==> config.mk <==
export PLATFORM = sky130hd
export DESIGN_NAME = ppu_vram_arb_flat
export DESIGN_NICKNAME = d
export VERILOG_FILES = /design/src/rtl/ppu_vram_arb_if.sv /design/src/rtl/ppu_vram_arb.sv /design/src/flat_wrapper.sv
export SDC_FILE = /design/constraint.sdc
export NUM_CORES = 1
export LEC_CHECK = 0
export ABC_CLOCK_PERIOD_IN_PS = 1500
export CAP_MARGIN = 10
export CORE_AREA = 2 2 80 82
export DETAILED_ROUTE_END_ITERATION = 12
export DIE_AREA = 0 0 82 84
export PLACE_DENSITY = 0.8
export REMOVE_ABC_BUFFERS = 1
export SLEW_MARGIN = 20
export SYNTH_ARGS = -nofsm -noshare
export SYNTH_HDL_FRONTEND = slang
export SYNTH_SLANG_ARGS = --single-unit
==> constraint.sdc <==
create_clock -name clk_in -period 1.5 [get_ports clk_in]
set_input_delay 0.15 -clock clk_in [delete_from_list [all_inputs] [get_ports clk_in]]
set_output_delay 0.15 -clock clk_in [all_outputs]
set_load 0.02 [all_outputs]
==> src/rtl/ppu_vram_arb_if.sv <==
// Purpose : bundles the requester-side and VRAM-side signals of the PPU VRAM arbiter.
// Latency : none; this is wiring only.
// Backpr. : none; requesters hold req until their one-cycle grant strobe.
// Ports   : render_in, bg/spr/cpu request lines with addresses and CPU write data,
//           bg/spr/cpu grant and rvalid strobes, shared rd_d_out, and the VRAM port
//           (vram_a_out, vram_we_out, vram_d_out, vram_d_in).
//           Modport slave is the arbiter; modport master is the requesters plus VRAM.
interface ppu_vram_arb_if #(
  parameter int ADDR_W = 14
);
  // Requester side
  logic              render_in;
  logic              bg_req_in;
  logic [ADDR_W-1:0] bg_a_in;
  logic              spr_req_in;
  logic [ADDR_W-1:0] spr_a_in;
  logic              cpu_req_in;
  logic              cpu_we_in;
  logic [ADDR_W-1:0] cpu_a_in;
  logic [7:0]        cpu_d_in;
  logic              bg_gnt_out;
  logic              spr_gnt_out;
  logic              cpu_gnt_out;
  logic              bg_rvalid_out;
  logic              spr_rvalid_out;
  logic              cpu_rvalid_out;
  logic [7:0]        rd_d_out;

  // Synchronous VRAM side
  logic [ADDR_W-1:0] vram_a_out;
  logic              vram_we_out;
  logic [7:0]        vram_d_out;
  logic [7:0]        vram_d_in;

  modport slave (
    input  render_in,
    input  bg_req_in, bg_a_in,
    input  spr_req_in, spr_a_in,
    input  cpu_req_in, cpu_we_in, cpu_a_in, cpu_d_in,
    output bg_gnt_out, spr_gnt_out, cpu_gnt_out,
    output bg_rvalid_out, spr_rvalid_out, cpu_rvalid_out,
    output rd_d_out,
    output vram_a_out, vram_we_out, vram_d_out,
    input  vram_d_in
  );

  modport master (
    output render_in,
    output bg_req_in, bg_a_in,
    output spr_req_in, spr_a_in,
    output cpu_req_in, cpu_we_in, cpu_a_in, cpu_d_in,
    input  bg_gnt_out, spr_gnt_out, cpu_gnt_out,
    input  bg_rvalid_out, spr_rvalid_out, cpu_rvalid_out,
    input  rd_d_out,
    input  vram_a_out, vram_we_out, vram_d_out,
    output vram_d_in
  );
endinterface

==> src/rtl/ppu_vram_arb.sv <==
// Purpose : arbitrates BG fetch, sprite fetch and CPU register port onto one synchronous VRAM.
// Latency : req sampled in IDLE -> grant strobe next cycle -> rvalid + rd_d_out 3 cycles after req.
// Backpr. : no queueing; a losing requester keeps req high and is re-sampled at the next IDLE.
// Ports   : clk_in (rising edge), rst_n_in (async, active low), bus (ppu_vram_arb_if.slave):
//           request/address/write-data inputs, grant and rvalid strobes, rd_d_out, VRAM port.
// Option  : define PPU_VRAM_ARB_STARVE_EN to add a CPU anti-starvation counter; after
//           STARVE_LIMIT consecutive lost arbitrations the CPU wins regardless of render_in.
module ppu_vram_arb #(
  parameter int ADDR_W       = 14,
  parameter int STARVE_LIMIT = 15
) (
  input  logic          clk_in,
  input  logic          rst_n_in,
  ppu_vram_arb_if.slave bus
);

  // One-hot requester encoding used for winner, grant and rvalid vectors.
  localparam int B_BG  = 2;
  localparam int B_SPR = 1;
  localparam int B_CPU = 0;

  typedef enum logic [1:0] {
    ST_IDLE  = 2'd0,
    ST_ISSUE = 2'd1,
    ST_DATA  = 2'd2
  } state_e;

  state_e            state_q, state_d;
  logic [2:0]        win_d;        // arbitration winner, non-zero only in IDLE
  logic [ADDR_W-1:0] win_a;
  logic              win_we;
  logic              any_req;
  logic              cpu_force;    // starvation override

  logic [2:0]        owner_q;      // requester that owns the access in flight
  logic              rd_op_q;      // access in flight is a read
  logic [2:0]        gnt_q;
  logic [2:0]        rvalid_q;
  logic [ADDR_W-1:0] vram_a_q;
  logic              vram_we_q;
  logic [7:0]        vram_d_q;
  logic [7:0]        rd_d_q;

  assign any_req = bus.bg_req_in | bus.spr_req_in | bus.cpu_req_in;

  // --------------------------------------------------------------------------
  // CPU starvation counter
  // --------------------------------------------------------------------------
`ifdef PPU_VRAM_ARB_STARVE_EN
  localparam int CNT_W = (STARVE_LIMIT < 2) ? 1 : $clog2(STARVE_LIMIT + 1);

  logic [CNT_W-1:0] starve_q, starve_d;

  assign cpu_force = bus.cpu_req_in && (starve_q == CNT_W'(STARVE_LIMIT));

  // Only IDLE cycles are arbitration points. A lost arbitration while the CPU
  // is asking bumps the count; a CPU win or a dropped CPU request clears it.
  // The override fires at the limit, so the count never passes STARVE_LIMIT.
  always_comb begin
    starve_d = starve_q;
    if (state_q == ST_IDLE) begin
      if (!bus.cpu_req_in || win_d[B_CPU]) begin
        starve_d = '0;
      end else begin
        starve_d = starve_q + 1'b1;
      end
    end
  end

  always_ff @(posedge clk_in or negedge rst_n_in) begin
    if (!rst_n_in) begin
      starve_q <= '0;
    end else begin
      starve_q <= starve_d;
    end
  end
`else
  assign cpu_force = 1'b0;
`endif

  // --------------------------------------------------------------------------
  // FSM: next state and arbitration
  // --------------------------------------------------------------------------
  always_comb begin
    state_d = state_q;
    win_d   = 3'b000;
    case (state_q)
      ST_IDLE: begin
        if (any_req) begin
          state_d = ST_ISSUE;
          if (cpu_force) begin
            win_d[B_CPU] = 1'b1;
          end else if (bus.render_in) begin
            // Rendering: pixel fetches must not miss their slot.
            if (bus.bg_req_in)       win_d[B_BG]  = 1'b1;
            else if (bus.spr_req_in) win_d[B_SPR] = 1'b1;
            else                     win_d[B_CPU] = 1'b1;
          end else begin
            // Blanking: the CPU owns VRAM first.
            if (bus.cpu_req_in)      win_d[B_CPU] = 1'b1;
            else if (bus.bg_req_in)  win_d[B_BG]  = 1'b1;
            else                     win_d[B_SPR] = 1'b1;
          end
        end
      end
      ST_ISSUE: state_d = ST_DATA;
      ST_DATA:  state_d = ST_IDLE;
      default:  state_d = ST_IDLE;
    endcase
  end

  always_ff @(posedge clk_in or negedge rst_n_in) begin
    if (!rst_n_in) begin
      state_q <= ST_IDLE;
    end else begin
      state_q <= state_d;
    end
  end

  // Winner's address/write-enable, selected from the one-hot winner.
  always_comb begin
    win_a = bus.cpu_a_in;
    if (win_d[B_BG]) begin
      win_a = bus.bg_a_in;
    end else if (win_d[B_SPR]) begin
      win_a = bus.spr_a_in;
    end
  end

  assign win_we = win_d[B_CPU] & bus.cpu_we_in;

  // --------------------------------------------------------------------------
  // Datapath registers
  // --------------------------------------------------------------------------
  // The VRAM port registers double as the request latch: loaded at the IDLE
  // edge, so they present the access during ISSUE. The address and write data
  // are left holding afterwards; only the write strobe is forced low again.
  // The VRAM returns data during DATA, captured at the DATA edge so rvalid and
  // rd_d_out appear together in the following IDLE cycle.
  always_ff @(posedge clk_in or negedge rst_n_in) begin
    if (!rst_n_in) begin
      owner_q   <= 3'b000;
      rd_op_q   <= 1'b0;
      gnt_q     <= 3'b000;
      rvalid_q  <= 3'b000;
      vram_a_q  <= '0;
      vram_we_q <= 1'b0;
      vram_d_q  <= '0;
      rd_d_q    <= '0;
    end else begin
      gnt_q     <= 3'b000;
      rvalid_q  <= 3'b000;
      vram_we_q <= 1'b0;

      if (state_q == ST_IDLE && win_d != 3'b000) begin
        owner_q   <= win_d;
        rd_op_q   <= ~win_we;
        gnt_q     <= win_d;
        vram_a_q  <= win_a;
        vram_we_q <= win_we;
        if (win_we) begin
          vram_d_q <= bus.cpu_d_in;
        end
      end

      // A CPU write completes with its grant; only reads get an rvalid.
      if (state_q == ST_DATA && rd_op_q) begin
        rd_d_q   <= bus.vram_d_in;
        rvalid_q <= owner_q;
      end
    end
  end

  // --------------------------------------------------------------------------
  // Outputs
  // --------------------------------------------------------------------------
  assign bus.bg_gnt_out     = gnt_q[B_BG];
  assign bus.spr_gnt_out    = gnt_q[B_SPR];
  assign bus.cpu_gnt_out    = gnt_q[B_CPU];
  assign bus.bg_rvalid_out  = rvalid_q[B_BG];
  assign bus.spr_rvalid_out = rvalid_q[B_SPR];
  assign bus.cpu_rvalid_out = rvalid_q[B_CPU];
  assign bus.rd_d_out       = rd_d_q;
  assign bus.vram_a_out     = vram_a_q;
  assign bus.vram_we_out    = vram_we_q;
  assign bus.vram_d_out     = vram_d_q;

endmodule

==> src/flat_wrapper.sv <==
// flat-port wrapper written by rule: the top's interface ports become plain ports
module ppu_vram_arb_flat 
#(
  parameter int ADDR_W       = 14,
  parameter int STARVE_LIMIT = 15
)
  (clk_in, rst_n_in, bus_render_in, bus_bg_req_in, bus_bg_a_in, bus_spr_req_in, bus_spr_a_in, bus_cpu_req_in, bus_cpu_we_in, bus_cpu_a_in, bus_cpu_d_in, bus_bg_gnt_out, bus_spr_gnt_out, bus_cpu_gnt_out, bus_bg_rvalid_out, bus_spr_rvalid_out, bus_cpu_rvalid_out, bus_rd_d_out, bus_vram_a_out, bus_vram_we_out, bus_vram_d_out, bus_vram_d_in);
  ppu_vram_arb_if #(.ADDR_W(ADDR_W)) bus_i ();
  input  logic clk_in;
  input  logic rst_n_in;
  input wire logic [$bits(bus_i.render_in)-1:0] bus_render_in;
  input wire logic [$bits(bus_i.bg_req_in)-1:0] bus_bg_req_in;
  input wire logic [$bits(bus_i.bg_a_in)-1:0] bus_bg_a_in;
  input wire logic [$bits(bus_i.spr_req_in)-1:0] bus_spr_req_in;
  input wire logic [$bits(bus_i.spr_a_in)-1:0] bus_spr_a_in;
  input wire logic [$bits(bus_i.cpu_req_in)-1:0] bus_cpu_req_in;
  input wire logic [$bits(bus_i.cpu_we_in)-1:0] bus_cpu_we_in;
  input wire logic [$bits(bus_i.cpu_a_in)-1:0] bus_cpu_a_in;
  input wire logic [$bits(bus_i.cpu_d_in)-1:0] bus_cpu_d_in;
  output wire logic [$bits(bus_i.bg_gnt_out)-1:0] bus_bg_gnt_out;
  output wire logic [$bits(bus_i.spr_gnt_out)-1:0] bus_spr_gnt_out;
  output wire logic [$bits(bus_i.cpu_gnt_out)-1:0] bus_cpu_gnt_out;
  output wire logic [$bits(bus_i.bg_rvalid_out)-1:0] bus_bg_rvalid_out;
  output wire logic [$bits(bus_i.spr_rvalid_out)-1:0] bus_spr_rvalid_out;
  output wire logic [$bits(bus_i.cpu_rvalid_out)-1:0] bus_cpu_rvalid_out;
  output wire logic [$bits(bus_i.rd_d_out)-1:0] bus_rd_d_out;
  output wire logic [$bits(bus_i.vram_a_out)-1:0] bus_vram_a_out;
  output wire logic [$bits(bus_i.vram_we_out)-1:0] bus_vram_we_out;
  output wire logic [$bits(bus_i.vram_d_out)-1:0] bus_vram_d_out;
  input wire logic [$bits(bus_i.vram_d_in)-1:0] bus_vram_d_in;
  assign bus_i.render_in = bus_render_in;
  assign bus_i.bg_req_in = bus_bg_req_in;
  assign bus_i.bg_a_in = bus_bg_a_in;
  assign bus_i.spr_req_in = bus_spr_req_in;
  assign bus_i.spr_a_in = bus_spr_a_in;
  assign bus_i.cpu_req_in = bus_cpu_req_in;
  assign bus_i.cpu_we_in = bus_cpu_we_in;
  assign bus_i.cpu_a_in = bus_cpu_a_in;
  assign bus_i.cpu_d_in = bus_cpu_d_in;
  assign bus_bg_gnt_out = bus_i.bg_gnt_out;
  assign bus_spr_gnt_out = bus_i.spr_gnt_out;
  assign bus_cpu_gnt_out = bus_i.cpu_gnt_out;
  assign bus_bg_rvalid_out = bus_i.bg_rvalid_out;
  assign bus_spr_rvalid_out = bus_i.spr_rvalid_out;
  assign bus_cpu_rvalid_out = bus_i.cpu_rvalid_out;
  assign bus_rd_d_out = bus_i.rd_d_out;
  assign bus_vram_a_out = bus_i.vram_a_out;
  assign bus_vram_we_out = bus_i.vram_we_out;
  assign bus_vram_d_out = bus_i.vram_d_out;
  assign bus_i.vram_d_in = bus_vram_d_in;
  ppu_vram_arb #(.ADDR_W(ADDR_W), .STARVE_LIMIT(STARVE_LIMIT)) u_core (.clk_in(clk_in), .rst_n_in(rst_n_in), .bus(bus_i));
endmodule
# Word-level counts from Yosys, hierarchy flattened
# Cells that the tools add are included.
dict set report word_totals {
  reg_bits 43
  inputBits 65
  output_inout_bits 37
  elab_cells 38
}
dict set report classes {
  eq_ne 3
  muxes 17
  bitwise 4
  reduce_logical 5
}
# operator count
set ops {}
lappend ops {{$mux W14} 2}
lappend ops {{$mux W3} 5}
lappend ops {{$mux W1} 6}
lappend ops {{$mux W2} 3}
lappend ops {{$pmux W2 S2} 1}
lappend ops {{$reduce_bool A3 Y1} 1}
lappend ops {{$eq A2 B1 Y1 const B} 1}
lappend ops {{$eq A2 B2 Y1 const B} 1}
lappend ops {{$logic_and A1 B1 Y1} 2}
lappend ops {{$logic_not A2 Y1} 1}
lappend ops {{$ne A2 B1 Y1 const B} 1}
lappend ops {{$or A1 B1 Y1} 2}
lappend ops {{$reduce_and A2 Y1} 1}
lappend ops {{$and A1 B1 Y1} 1}
lappend ops {{$not A1 Y1} 1}

# Longest topological paths before layout
dict set report logic_depth {
  ltp_word 8
  ltp_mapped 7
  ltp_nobuf 5
}

# Worst setup path after synthesis
# Ideal clock, no wire load.
dict set report synth_timing {
  path_kind {register to register}
  from {reg u_core.state_q[0]}
  to {reg u_core.vram_d_q[0] (netlist: u_core.bus.vram_d_out[0])}
  setup_ns 0.125
  t_arrival_ns 1.231
  slack_ns 0.144
  path_stages_with_launch 5
  path_buffers 0
  period_less_slack_ns 1.356
  cell_sequence {dfrtp_1 nor2_8 and3_4 nand2_4 mux2_4}
}
dict set report synth_between {
  elab_chain_len 5
  elab_cells_between_ends 6
}
# item line_no
set synth_lines {}
lappend synth_lines {{start: declaration} ppu_vram_arb.sv:28} ;# state_e state_q, state_d;
lappend synth_lines {{start signal: assignment} ppu_vram_arb.sv:116} ;# state_q <= state_d;
lappend synth_lines {{$logic_not A2 Y1 (*)} {ppu_vram_arb.sv:87, ppu_vram_arb.sv:155}}
lappend synth_lines {{$mux W3} ppu_vram_arb.sv:87} ;# case (state_q)
lappend synth_lines {{$reduce_bool A3 Y1} ppu_vram_arb.sv:155} ;# if (state_q == ST_IDLE && win_d != 3'b000) begin
lappend synth_lines {{$logic_and A1 B1 Y1} ppu_vram_arb.sv:155}
lappend synth_lines {{$reduce_and A2 Y1 (no line) (*)} -}
lappend synth_lines {{end signal: assignment} ppu_vram_arb.sv:162} ;# vram_d_q <= bus.cpu_d_in;
lappend synth_lines {{end: declaration} ppu_vram_arb.sv:41} ;# logic [7:0] vram_d_q;
# Mark *: on every way between the ends. The rest lies on a longest branch, timed or not.
# A chain may end at the register's enable or synchronous reset.

# Worst setup path after layout
dict set report layout_timing {
  from {reg u_core.state_q[1]}
  to {reg u_core.vram_d_q[3] (netlist: u_core.bus.vram_d_out[3])}
}
# Same word-level chain as after synthesis.

==> impl_results.html <==
<table>
<tr><th>Metric</th><th>Value</th></tr>
<tr><th colspan="2">Cells and area</th></tr>
<tr><td>Number of fill cells in the layout</td><td>515</td></tr>
<tr><td>Final standard cell count with taps included and fillers excluded</td><td>375</td></tr>
<tr><td>Utilization after layout</td><td>56.6%</td></tr>
<tr><td>Area added between synthesis and finish</td><td>60.6%</td></tr>
<tr><td>Final net count</td><td>362</td></tr>
<tr><td>Fraction of final layout cells sized beyond drive strength 1</td><td>25.5%</td></tr>
<tr><td>Antenna Diode Count</td><td>0</td></tr>
<tr><th colspan="2">Synth</th></tr>
<tr><td>Number of enable flip-flop cells after synthesis</td><td>0</td></tr>
<tr><td>Top cell type's share of synthesized area</td><td>50.1%</td></tr>
<tr><td>Synth cell count leaders</td><td>43 x dfrtp_1, 14 x a21oi_1, 14 x nand2_1, 14 x nand4b_1, 14 x or2_2</td></tr>
<tr><td>Most common cell in the synthesized netlist</td><td>dfrtp_1</td></tr>
<tr><td>Post-synthesis instance area</td><td>2150 µm²</td></tr>
<tr><td>Cell type with the highest aggregate area in the netlist</td><td>dfrtp_1</td></tr>
<tr><td>Dominant cells by area after synthesis</td><td>dfrtp_1 50%, o221ai_2 7.0%, nand4b_1 5.7%</td></tr>
<tr><td>Synth Instances</td><td>181</td></tr>
<tr><td>Cell variety after synth</td><td>30</td></tr>
<tr><td>Number of flip-flops and latches in the synthesized netlist</td><td>43</td></tr>
<tr><td>Async set-reset flop share out of synthesis</td><td>100%</td></tr>
<tr><td>Share of synthesized area occupied by flip-flops and latches</td><td>50.1%</td></tr>
<tr><td>Dominant register cell in the synthesized netlist</td><td>dfrtp_1</td></tr>
<tr><td>Count of yosys warnings during synthesis</td><td>0</td></tr>
<tr><td>Syn avg cell area</td><td>11.9 µm²</td></tr>
<tr><th colspan="2">Setup path</th></tr>
<tr><td>Endpoint kind of the worst setup timing path</td><td>flop</td></tr>
<tr><td>Worst reg2reg startpoint</td><td>u_core.state_q[1]</td></tr>
<tr><td>Worst path required time</td><td>1.68 ns</td></tr>
<tr><td>Crit path kind</td><td>reg2reg</td></tr>
<tr><td>Reg2reg end</td><td>u_core.bus.vram_d_out[3]</td></tr>
<tr><td>Reg2Reg Depth</td><td>4</td></tr>
<tr><td>Setup slack, reg-to-reg</td><td>0.05 ns</td></tr>
<tr><td>Maximum fanout along the worst path</td><td>10</td></tr>
<tr><td>Endpoint arrival time on the critical path</td><td>1.63 ns</td></tr>
<tr><td>Type of origin of the critical path</td><td>flop</td></tr>
<tr><th colspan="2">Place</th></tr>
<tr><td>Routability congestion estimate from global placement</td><td>0.711</td></tr>
<tr><td>Placed Cells incl. Taps</td><td>363</td></tr>
<tr><td>HPWL Detailed</td><td>4120 µm</td></tr>
<tr><td>Count of buffers from port buffering</td><td>101</td></tr>
<tr><th colspan="2">Power and ir drop</th></tr>
<tr><td>Power per standard cell area</td><td>1790 nW/µm²</td></tr>
<tr><td>Switch Pwr</td><td>0.00229 W</td></tr>
<tr><td>Fraction of power consumed by the clock network</td><td>12.9%</td></tr>
<tr><td>Lkg Pwr</td><td>1.44 nW</td></tr>
<tr><td>Power share of the sequential group</td><td>32.1%</td></tr>
<tr><td>Worst supply voltage drop on vdd</td><td>0.000868 V</td></tr>
<tr><td>Pint</td><td>0.00387 W</td></tr>
<tr><td>Net switching share of the total power</td><td>37.2%</td></tr>
<tr><td>Fraction of power consumed by combinational cells</td><td>55.0%</td></tr>
<tr><th colspan="2">Run status</th></tr>
<tr><td>Run status</td><td>finished, final reports clean</td></tr>
<tr><th colspan="2">GRT</th></tr>
<tr><td>Maximum number of pins on one net before global-route repair</td><td>28</td></tr>
<tr><td>Initial antenna violation count</td><td>0</td></tr>
<tr><td>Global-route wire length before repair</td><td>8460 µm</td></tr>
<tr><td>Remaining global-route overflow</td><td>0</td></tr>
<tr><td>Via count of the first global-routing pass</td><td>1815</td></tr>
<tr><td>GRT Total Usage</td><td>16.1%</td></tr>
<tr><th colspan="2">Clock tree</th></tr>
<tr><td>Clock Tree Buf Depth</td><td>2</td></tr>
<tr><td>Sinks on Clock Net</td><td>43</td></tr>
<tr><td>Clock tree from TritonCTS</td><td>built</td></tr>
<tr><td>Total CTS buffers</td><td>5</td></tr>
<tr><td>Clock latency at the later pin of the worst-skew pair</td><td>0.29 ns</td></tr>
<tr><td>Cell at the root of the clock tree</td><td>clkbuf_8</td></tr>
<tr><td>Clk slew on worst S/H paths</td><td>0.08 ns</td></tr>
<tr><td>Number of H-tree levels</td><td>2</td></tr>
<tr><th colspan="2">Detailed routing</th></tr>
<tr><td>Antenna Violating Nets Remaining</td><td>0</td></tr>
<tr><td>Vias/cell</td><td>4.89</td></tr>
<tr><td>Wire per inst</td><td>14.8 µm</td></tr>
<tr><td>Final routed wirelength across all metal layers</td><td>5540 µm</td></tr>
<tr><td>Vias post-DR</td><td>1832</td></tr>
<tr><td>Post-route DRC</td><td>0</td></tr>
<tr><td>1st-iter DRT viols</td><td>64</td></tr>
<tr><td>DR pass1 iterations</td><td>4</td></tr>
<tr><th colspan="2">Timing</th></tr>
<tr><td>Maximum operating frequency</td><td>692 MHz</td></tr>
<tr><td>Worst-Margin Slew</td><td>0.585 ns</td></tr>
<tr><td>Post-layout minimum cycle time</td><td>1.45 ns</td></tr>
<tr><td>Final Hold Viols</td><td>0</td></tr>
<tr><td>Relative max-transition margin</td><td>61.0%</td></tr>
<tr><td>Final period util</td><td>96.4%</td></tr>
<tr><td>Max Slew Vio Count</td><td>0</td></tr>
<tr><td>Number of endpoints failing setup at the final stage</td><td>0</td></tr>
<tr><td>Worst clock skew</td><td>0.00681 ns</td></tr>
<tr><th colspan="2">Die</th></tr>
<tr><td>Die area</td><td>6890 µm²</td></tr>
<tr><td>Ports placed on the boundary</td><td>102</td></tr>
<tr><td>Die Wd</td><td>82 µm</td></tr>
<tr><td>Site row count</td><td>29</td></tr>
<tr><td>Die extent in y</td><td>84 µm</td></tr>
<tr><td>Core area</td><td>6100 µm²</td></tr>
<tr><td>Initial standard-cell utilization of the core</td><td>35.2%</td></tr>
<tr><th colspan="2">Run</th></tr>
<tr><td>Maximum capacitance violations</td><td>0</td></tr>
<tr><th colspan="2">Worst hold path</th></tr>
<tr><td>Hold/Removal Path Class</td><td>in2async</td></tr>
</table>
-- repair_timing --
| action | CTS | global route |
|---|---|---|
| hold buffers | 1 | 0 |
| buffers inserted | 0 | 3 |
| setup endpoints to repair | 4 | 10 |
| endpoints found under the hold margin | 25 | 0 |
| resized for setup | 1 | 0 |
| pin swaps | 0 | 1 |
-- registers in the layout, summed over array words and instances, names as in the netlist --
name,cells
u_core.state_q,2
u_core.rvalid_q,3
u_core.gnt_q,3
u_core.bus.vram_we_out,1
u_core.bus.vram_a_out,14
u_core.bus.vram_d_out,8
u_core.owner_q,3
u_core.bus.rd_d_out,8
u_core.rd_op_q,1
-- critical path: stages, from the launching register on --
cell,delay (ns)
dfrtp_1,0.46
nor2_8,0.20
and3_4,0.23
nand2_4,0.13
mux2_4,0.32
-- routing by layer --
| layer | global-route usage [%] | routed length, µm | vias to the layer above |
|---|---|---|---|
| met5 | 0 | 0 | - |
| met4 | 4.70 | 67 | 0 |
| met3 | 5.41 | 466 | 7 |
| met2 | 26.9 | 2590 | 84 |
| met1 | 19.4 | 2420 | 855 |
| li1 | - | - | 886 |
-- power groups by stage --
| stage | clock (W) | combinational (W) | sequential, W |
|---|---|---|---|
| floorplan | 0 | 0.00119 | 0.00253 |
| global placement | 0 | 0.00327 | 0.00199 |
| detailed placement | 0 | 0.00333 | 0.00200 |
| CTS | 0.000823 | 0.00335 | 0.00199 |
| global route | 0.000870 | 0.00363 | 0.00204 |
| finish | 0.000795 | 0.00339 | 0.00198 |
-- cells by family (layout without fill, tap and decap cells) --
family | count (synthesis) | in the layout | share of synthesized area (%)
and+or+nand+nor | 54 | 54 | 16.9
AOI/OAI and AO/OA | 48 | 48 | 17.6
DFF | 43 | 43 | 50.1
buffers and inverters | 20 | 137 | 5.53
muxes | 16 | 16 | 9.78
-- worst max path at each step --
stage                           start                         to  depth (start not counted)
detailed placement     bus_spr_req_in  u_core.bus.vram_a_out[12]                          6
global placement        bus_render_in   u_core.bus.vram_d_out[3]                          5
global route        u_core.state_q[1]   u_core.bus.vram_d_out[3]                          4
CTS                 u_core.state_q[0]   u_core.bus.vram_d_out[5]                          4
finish              u_core.state_q[1]   u_core.bus.vram_d_out[3]                          4
floorplan           u_core.state_q[0]  u_core.bus.vram_a_out[10]                          5
-- stage by stage --
stage | setup slack (ns) | setup TNS [ns] | total power [W] | cell area [µm²] | hold WS (ns)
4_1_cts | 0.0251 | 0 | 0.00616 | 3430 | 0.419
6_report | 0.0547 | 0 | 0.00616 | 3450 | 0.390
5_1_grt | -0.00667 | -0.0184 | 0.00654 | 3450 | 0.452
3_3_place_gp | -0.167 | -2.70 | 0.00526 | 3310 | 0.187
2_1_floorplan | 0.0274 | 0 | 0.00372 | 2050 | -0.146
3_5_place_dp | -0.194 | -3.26 | 0.00533 | 3310 | 0.199
-- layout make-up --
class | instances | area (µm²) | share of cell area, %
Clock buffer | 8 | 100 | 2.90
Inverter | 6 | 25.0 | 0.725
Multi-Input combinational cell | 118 | 953 | 27.6
Sequential cell | 43 | 1080 | 31.2
Tap cell | 77 | 96.3 | 2.79
Timing Repair Buffer | 123 | 1200 | 34.7
-- placed cells by master (no fill, tap or decap), drive strengths merged --
cell,synthesis,routed
a21o,2,2
a21oi,14,14
and2,1,1
and3,1,1
and3b,1,1
buf,8,22
clkbuf,6,8
clkdlybuf4s50,0,100
dfrtp,43,43
dlygate4sd3,0,1
inv,6,6
mux2,16,16
nand2,15,15
nand2b,1,1
nand3,1,1
nand3b,1,1
nand4b,14,14
nor2,4,4
nor2b,1,1
o21a,1,1
o21ai,16,16
o221ai,14,14
o31ai,1,1
or2,14,14
Note: power is estimated with default switching activity, not from simulation.
